**src/rtl/apu_pkg.sv**
```systemverilog
// Shared definitions for the audio frame sequencer and its helpers.
package apu_pkg;

    localparam int APU_STEPS = 8;

    typedef logic [2:0] fs_step_t;

    // Tick masks, bit index = step value being executed.
    localparam logic [7:0] LEN_STEPS = 8'b0101_0101;
    localparam logic [7:0] SWP_STEPS = 8'b0100_0100;
    localparam logic [7:0] ENV_STEPS = 8'b1000_0000;

    typedef struct packed {
        logic length;
        logic sweep;
        logic env;
    } fs_ticks_t;

    // Which step clocks fire when the given step is executed.
    function automatic fs_ticks_t decode_step(input fs_step_t s);
        fs_ticks_t t;
        t.length = LEN_STEPS[s];
        t.sweep  = SWP_STEPS[s];
        t.env    = ENV_STEPS[s];
        return t;
    endfunction

endpackage

```
**src/rtl/apu_prescaler.sv**
```systemverilog
// 512 Hz base strobe source: internal prescaler or falling edge of an external DIV bit.
module apu_prescaler
    import apu_pkg::*;
#(
    parameter int PRESCALE   = 32768,
    parameter int PRESCALE_W = 15
) (
    input  logic clock,
    input  logic reset_n,
    input  logic sound_en,
    input  logic div_sel,
    input  logic div_bit,
    output logic strobe_512
);

    localparam logic [PRESCALE_W-1:0] LAST = PRESCALE_W'(PRESCALE - 1);

    logic [PRESCALE_W-1:0] count;
    logic                  div_q;
    logic                  int_strobe;
    logic                  ext_strobe;

    // DIV bit is registered in every mode so a mode switch never sees a stale edge.
    always_ff @(posedge clock or negedge reset_n) begin
        if (!reset_n) begin
            div_q <= 1'b0;
        end else begin
            div_q <= div_bit;
        end
    end

    // Prescaler counts only while enabled in internal mode; otherwise it sits at 0 so a switch restarts it.
    always_ff @(posedge clock or negedge reset_n) begin
        if (!reset_n) begin
            count <= '0;
        end else if (!sound_en || div_sel) begin
            count <= '0;
        end else if (count == LAST) begin
            count <= '0;
        end else begin
            count <= count + 1'b1;
        end
    end

    assign int_strobe = (count == LAST);
    assign ext_strobe = div_q & ~div_bit;
    assign strobe_512 = div_sel ? ext_strobe : int_strobe;

endmodule

```
**src/rtl/apu_frame_sequencer.sv**
```systemverilog
// Frame sequencer: walks the 8-step sequence on each 512 Hz strobe and emits
// one-cycle length, sweep and envelope tick strobes.
module apu_frame_sequencer
    import apu_pkg::*;
#(
    parameter int PRESCALE   = 32768,
    parameter int PRESCALE_W = 15
) (
    input  logic       clock,
    input  logic       reset_n,
    input  logic       sound_en,
    input  logic       div_sel,
    input  logic       div_bit,
    output logic [2:0] step,
    output logic       length_phase,
    output logic       length_tick,
    output logic       sweep_tick,
    output logic       env_tick
);

    localparam fs_step_t LAST_STEP = fs_step_t'(APU_STEPS - 1);

    logic      strobe_512;
    fs_step_t  step_q;
    fs_ticks_t ticks_q;
    fs_ticks_t ticks_next;

    apu_prescaler #(
        .PRESCALE   (PRESCALE),
        .PRESCALE_W (PRESCALE_W)
    ) u_prescaler (
        .clock      (clock),
        .reset_n    (reset_n),
        .sound_en   (sound_en),
        .div_sel    (div_sel),
        .div_bit    (div_bit),
        .strobe_512 (strobe_512)
    );

    // Tick pattern for the step about to be executed.
    always_comb begin
        ticks_next = decode_step(step_q);
    end

    // Step counter and tick registers; disable forces everything idle, even a coincident strobe.
    always_ff @(posedge clock or negedge reset_n) begin
        if (!reset_n) begin
            step_q  <= '0;
            ticks_q <= '0;
        end else if (!sound_en) begin
            step_q  <= '0;
            ticks_q <= '0;
        end else if (strobe_512) begin
            ticks_q <= ticks_next;
            if (step_q == LAST_STEP) begin
                step_q <= '0;
            end else begin
                step_q <= step_q + 1'b1;
            end
        end else begin
            ticks_q <= '0;
        end
    end

    assign step         = step_q;
    assign length_phase = step_q[0];
    assign length_tick  = ticks_q.length;
    assign sweep_tick   = ticks_q.sweep;
    assign env_tick     = ticks_q.env;

endmodule
```
**config.mk**
```make
export PLATFORM = sky130hd
export DESIGN_NAME = apu_frame_sequencer
export DESIGN_NICKNAME = d
export VERILOG_FILES = /design/src/rtl/apu_pkg.sv /design/src/rtl/apu_prescaler.sv /design/src/rtl/apu_frame_sequencer.sv
export SDC_FILE = /design/constraint.sdc
export NUM_CORES = 1
export LEC_CHECK = 0
export CORE_AREA = 2 2 40 78
export CTS_CLUSTER_DIAMETER = 80
export DETAILED_ROUTE_END_ITERATION = 12
export DIE_AREA = 0 0 42 80
export GPL_ROUTABILITY_DRIVEN = 1
export HOLD_SLACK_MARGIN = 0.03
export PLACE_DENSITY_LB_ADDON = 0.05
export SLEW_MARGIN = 25
export SYNTH_ARGS = -nofsm -noshare
export SYNTH_HDL_FRONTEND = slang
export SYNTH_SLANG_ARGS = --single-unit
export TNS_END_PERCENT = 20
```
**constraint.sdc**
```tcl
create_clock -name clock -period 2.1 [get_ports clock]
set_clock_uncertainty 0.05 [all_clocks]
set_input_delay 0.315 -clock clock [delete_from_list [all_inputs] [get_ports clock]]
set_output_delay 0.315 -clock clock [all_outputs]
set_load 0.01 [all_outputs]
```
==> summary.md, run 1 <==
| Metric | Value |
|---|---|
| Count leader, synth | dfrtp_1 |
| P_leak | between 0.0005 and 0.0006 uW |
| Setup TNS | 0 ps |
| Max incr delay on CP | 420 ps |
| H-tree depth | 1 |
| CTS tree | yes |
| Core outline area | around 2700 sq um |
| #FFs+latches synth | 22 |
| Arrival time of the worst setup path | between 1500 and 2000 ps |
| Buffers on Ports | 11 |
| Max cap viols | 0 |
| Slew headroom | 0.771 |
| FFs w/ async S/R, synth | 1.00 |
| Area leader, netlist | dfrtp_1 |
| Final Max Tran Viols | 0 |
| DR pass1 iterations | 4 |
| Initial drt markers | 17 |
| CTS Buffer Depth | 2 |
| Setup CP Type | register to register |
| Final worst slack | around 330 ps |
| Status | finished clean |
| Crit start category | register |
| Vias per inst | 4.99 |
| Final HPWL DP | between 1000 and 1500 um |
| RSZ-0062 raised after global routing | false |
| Final Hold Fails | 0 |
| EDFF count, synth | 0 |
| Final period util | 0.842 |
| Crit. End Element | register |
| Via count | 703 |
| Nets | ~120 |
| Worst skew pair latency | roughly 260 ps |
| Vias in the first global route | between 700 and 800 |
| Die span in y | approximately 80 um |
| Req. time, crit path | approximately 2200 ps |
| Post_cts resized | 0 |
| Unique cell type count in the Yosys netlist | 22 |
| Postcts setup bufs | 0 |
| Clk sink count | 22 |
| Synth warnings | 0 |
| Non-filler cells, final | 141 |
| Clock-pin slew on the worst setup and hold paths | 80 ps |
| Gp weighted congestion | ~0.73 |
| Avg Cell Area, Syn | 10.8 sq um |
| Antenna Cells | 0 |
| VDD IR-drop max | 0.320 mV |
| Global Route Usage Sum | 0.136 |
| DRT antenna net count | 0 |
| Final setup fails | 0 |
| Mapped Area | approximately 1100 sq um |
| Placed cell areas | between 1000 and 1500 sq um |
| Yosys top cell area share | 0.521 |
| Initial antenna violation count | 0 |
| Row count | 27 |
| Root Driver | clkbuf_8 |
| Detailed-route wire length | between 1500 and 2000 um |
| Mapped Cells | 98 |
| Num CTS Buffers | 3 |
| Num ports | 12 |
| Hold_buf cts | 0 |
| Synth top area cells | dfrtp_1 52%, xnor2_1 9.1%, nor2_1 6.7% |
| Top cells by count, synth | 22 x dfrtp_1, 19 x nor2_1, 11 x xnor2_1 |
| Dpl ws | 268 ps |
| Worst Tran Pin Value | roughly 340 ps |
| Die X | 42 um |
| Fmax achieved | roughly 570 MHz |
| Final Critical Period | roughly 1800 ps |
| Hold Path Class | primary input to async pin |
| Worst-path fanout max | 15 |
| Worst path cell trace | ha_1 > nand4_1 > nor3_4 > a311o_2 > nor2_1 |
| Routed length per placed instance | roughly 13 um |
| Area added between synthesis and finish | 18.0% |
| Syn_nets | roughly 110 |
| Synth Flop Type | dfrtp_1 |
| Starting density of the core | 0.386 |
| Post-Route Utilization | 0.456 |
| P per Cell Area | between 600 and 700 nW/um^2 |
| Register area share after synthesis | 0.521 |
| Largest net degree at the start of global routing | 23 |
| Drc violations | 0 |
| First-pass GRT wire length | 3440 um |
| Die area | between 3000 and 4000 sq um |
| Share of cells above drive strength 1 | 0.0804 |
| Grt ovf | 0 |
| Design Area, Final | 1250 sq um |
| CP max-delay cell | a311o_2 |
| DP Cell Count | ~140 |
-- cell families after synthesis --
family	share of synthesized area
simple gates	0.227
flops	0.521
xor+xnor	0.0994
buf+inv	0.0355
fa+ha+maj	0.0473
compound gates	0.0414
mux	0.0284
-- layout by cell type, fill, tap and decap left out --
cell type	n
dfrtp_1	22
nor2_1	19
xnor2_1	11
clkdlybuf4s50_1	11
nand2_1	10
inv_1	5
ha_1	4
clkbuf_8	4
nand4_1	3
nor4_1	3
nor3_1	3
nor3b_1	3
mux2i_1	3
nand3_1	2
nand3_4	1
nor3_4	1
a311o_2	1
xor2_1	1
a41oi_4	1
a21oi_1	1
nand2b_1	1
or3_1	1
buf_4	1
-- through the flow --
stage | hold slack, ps | total power [uW]
6_report | 354 | 778
5_1_grt | 389 | 813
4_1_cts | 360 | 791
3_5_place_dp | 428 | 488
3_3_place_gp | 422 | 487
2_1_floorplan | -30.6 | 461
-- metal layers --
layer | wire, um | global-route usage
met2 | 1050 | 0.244
met4 | 33 | 0.0774
met5 | 0 | 0
met1 | 774 | 0.149
met3 | 36 | 0.0158
-- sequential cells by signal, summed over array words and instances, names as in the netlist --
register and cells:
u_prescaler.count 15, u_prescaler.div_q 1, length_tick 1, step 3
sweep_tick 1, env_tick 1
-- worst paths after layout --
kind / start / end / slack [ps] / cells after the start
worst max-delay path: u_prescaler.count[0]$_DFF_PN0_ / u_prescaler.count[13]$_DFF_PN0_ / 330 / 5
worst min-delay path: reset_n / u_prescaler.count[6]$_DFF_PN0_ / 350 / 2
worst max register to register: u_prescaler.count[0]$_DFF_PN0_ / u_prescaler.count[13]$_DFF_PN0_ / 330 / 5
worst min register to register: u_prescaler.count[0]$_DFF_PN0_ / u_prescaler.count[0]$_DFF_PN0_ / 440 / 1
max in group asynchronous: reset_n / u_prescaler.count[4]$_DFF_PN0_ / 1430 / 2
min in group clock: u_prescaler.count[0]$_DFF_PN0_ / u_prescaler.count[0]$_DFF_PN0_ / 440 / 1
-- final cells by class --
type / count / area, sq um
Multi-Input combinational cell: 69 / 469
Sequential cell: 22 / 551
Timing Repair Buffer: 12 / 118
Fill cell: 276 / 1490
Clock buffer: 4 / 55.1
Tap cell: 29 / 36.3
Inverter: 5 / 18.8
-- power breakdown --
group,internal [uW],leakage (uW),switching (uW)
sequential,428,0.000303,4.14
combinational,20.1,0.000192,25.4
clock,167,0.0000288,134
total,615,0.000524,163
-- critical path: cells and delay by family (launching register included) --
family / cells / cell delay [ps]
flip-flops: 1 / 390
adder cells (fa/ha/maj): 1 / 220
AND/OR/NAND/NOR: 3 / 560
AO/OA/AOI/OAI: 1 / 420
Note: power is estimated with default switching activity, not from simulation.
==> run 2, diff against run 1 <==
==> constraint.sdc (replaced) <==
create_clock -name clock -period 1.8 [get_ports clock]
set_clock_uncertainty 0.05 [all_clocks]
set_input_delay 0.27 -clock clock [delete_from_list [all_inputs] [get_ports clock]]
set_output_delay 0.27 -clock clock [all_outputs]
set_load 0.01 [all_outputs]
==> summary.md, run 2 (synthesis gave the netlist of run 1 again) <==
| Metric | Value |
|---|---|
| Arrival time of the worst setup path | 1770 ps (-90 ps) |
| Final Hold Fails | 0 (unchanged) |
| Vias in the first global route | 816 (+5.2%) |
| Starting density of the core | 0.386 (unchanged) |
| Via count | 748 (+6.4%) |
| Root Driver | clkbuf_8 |
| Worst Tran Pin Value | 378 ps (+35.6 ps) |
| Routed length per placed instance | 13.9 um (+3.5%) |
| Worst path depth | 6 (+1) |
| End of the critical path | u_prescaler.count[13]$_DFF_PN0_ |
| Drc violations | 0 (unchanged) |
| First-pass GRT wire length | 3620 um (+5.4%) |
| Gp weighted congestion | 0.715 (-1.7%) |
| Tot Pwr | 860 uW (+10%) |
| Initial antenna violation count | 0 (unchanged) |
| Hold Path Class | primary input to async pin |
| Largest net degree at the start of global routing | 23 (unchanged) |
| Post_cts resized | 0 (unchanged) |
| P per Cell Area | 670 nW/um^2 (+7.4%) |
| Int Pwr | 679 uW (+10%) |
| Final Max Tran Viols | 0 (unchanged) |
| Buffers on Ports | 11 (unchanged) |
| CTS Buffer Depth | 2 (unchanged) |
| DRT antenna net count | 0 (unchanged) |
| Hold_buf cts | 0 (unchanged) |
| Crit start category | register |
| Core outline area | 2740 sq um (unchanged) |
| Worst skew pair latency | 250 ps (about the same) |
| Final Critical Period | 1630 ps (-137 ps) |
| Clk sink count | 22 (unchanged) |
| Global Route Usage Sum | 0.144 (+0.00808) |
| Worst-path fanout max | 15 (unchanged) |
| Postcts setup bufs | 0 (unchanged) |
| Grt ovf | 0 (unchanged) |
| FF-to-FF setup slack | 170 ps (-160 ps) |
| Crit-path leading delay family | flip-flops |
| Num CTS Buffers | 3 (unchanged) |
| Final period util | 0.906 (+0.0641) |
| Largest register FFs | 15 (unchanged) |
| Nets | 127 (+4.1%) |
| RSZ-0062 raised after global routing | false |
| Die X | 42 um (unchanged) |
| Clock Power Share | 0.341 (-0.046) |
| Slew headroom | 0.746 (-0.0256) |
| Worst path cell trace | ha_1 > nand4_1 > nor3_4 > a311o_2 > buf_12 > nor2_1 |
| Commonest non-fill, non-tap cells in the layout | 22 x dfrtp_1, 19 x nor2_1, 11 x xnor2_1, 11 x clkdlybuf4s50_1, 10 x nand2_1 |
| Vias per inst | 5.16 (+3.5%) |
| Die area | 3360 sq um (unchanged) |
| DR pass1 iterations | 4 (unchanged) |
| Switch share | 0.211 (+0.000670) |
| Combinational Power Share | 0.073 (+0.015) |
| Most common cell after layout, fill and taps aside | dfrtp_1 |
| Reg-to-Reg End | u_prescaler.count[13]$_DFF_PN0_ |
| Initial drt markers | 11 (-6) |
| Clock-pin slew on the worst setup and hold paths | 70 ps (about the same) |
| Req. time, crit path | 1940 ps (-250 ps) |
| Sequential fraction of design power | 0.586 (+0.031) |
| Final setup fails | 0 (unchanged) |
| Post-Route Utilization | 0.469 (+0.0133) |
| CP Buf/Inv Count | 1 (+1) |
| Row count | 27 (unchanged) |
| CP startpoint | u_prescaler.count[0]$_DFF_PN0_ |
| Antenna Cells | 0 (unchanged) |
| Detailed-route wire length | 2020 um (+6.4%) |
| Share of cells above drive strength 1 | 0.112 (+0.0317) |
| Area added between synthesis and finish | 21.4% |
| CP max-delay cell | dfrtp_1 |
| Die span in y | 80 um (unchanged) |
| Status | finished clean |
| Crit. End Element | register |
| P_leak | 0.000548 uW (+4.5%) |
| Num ports | 12 (unchanged) |
| Setup CP Type | register to register |
| VDD IR-drop max | 0.432 mV (+35%) |
| Sw power | 181 uW (+11%) |
| Max incr delay on CP | 410 ps (about the same) |
| Fmax achieved | 613 MHz (+8.4%) |
| Setup TNS | 0 ps (unchanged) |
| Top reg by flops | u_prescaler.count |
| Worst reg2reg path startpoint | u_prescaler.count[0]$_DFF_PN0_ |
| CTS tree | yes |
| Max cap viols | 0 (unchanged) |
| Final HPWL DP | 1570 um (+11%) |
| R2R cell count | 6 (+1) |
| Worst hold slack | 316 ps (-37.5 ps) |
| H-tree depth | 1 (unchanged) |
[run 2: layout make-up]
| cell class | count | area (sq um) |
|---|---|---|
| timing repair buffer | 17 | 168 |
| sequential | 22 | 551 |
| multi-input combinational | 69 | 469 |
| clock buffer | 3 | 41.3 |
| inverter | 5 | 18.8 |
| fill | 261 | 1450 |
| tap | 29 | 36.3 |
[run 2: metal layers]
metal	vias up	wire, um	track usage
li1	364	-	-
met5	-	0	0
met1	374	749	0.155
met3	2	36	0.0158
met2	8	1210	0.273
met4	0	23	0.0581
[run 2: worst min path at each step]
stage	to	slack [ps]	startpoint
3_3_place_gp	u_prescaler.count[0]$_DFF_PN0_	410	u_prescaler.count[0]$_DFF_PN0_
3_5_place_dp	u_prescaler.count[0]$_DFF_PN0_	420	u_prescaler.count[0]$_DFF_PN0_
5_1_grt	u_prescaler.count[11]$_DFF_PN0_	340	reset_n
6_report	u_prescaler.count[4]$_DFF_PN0_	320	reset_n
2_1_floorplan	env_tick$_DFF_PN0_	-80	reset_n
4_1_cts	u_prescaler.count[4]$_DFF_PN0_	320	reset_n
[run 2: worst reg2reg max path: stages, from the launching register on]
cell	delay [ps]
dfrtp_1	410
ha_1	220
nand4_1	170
nor3_4	70
a311o_2	390
buf_12	160
nor2_1	110
[run 2: power groups by stage]
stage          Combinational [uW]  Sequential (uW)  Clock [uW]
2_1_floorplan                24.0              514           0
3_3_place_gp                 63.7              513           0
3_5_place_dp                 64.5              514           0
4_1_cts                      64.7              504         306
5_1_grt                      70.5              505         327
6_report                     62.4              504         294
[run 2: metrics by stage]
stage | cells | setup WS (ps) | area [sq um]
final | 145 | 169 | 1280
after global routing | 145 | 49.4 | 1280
after CTS | 145 | 149 | 1280
after detailed placement | 142 | 89.0 | 1240
after global placement | 142 | 81.4 | 1240
after floorplan | 98 | 193 | 1060
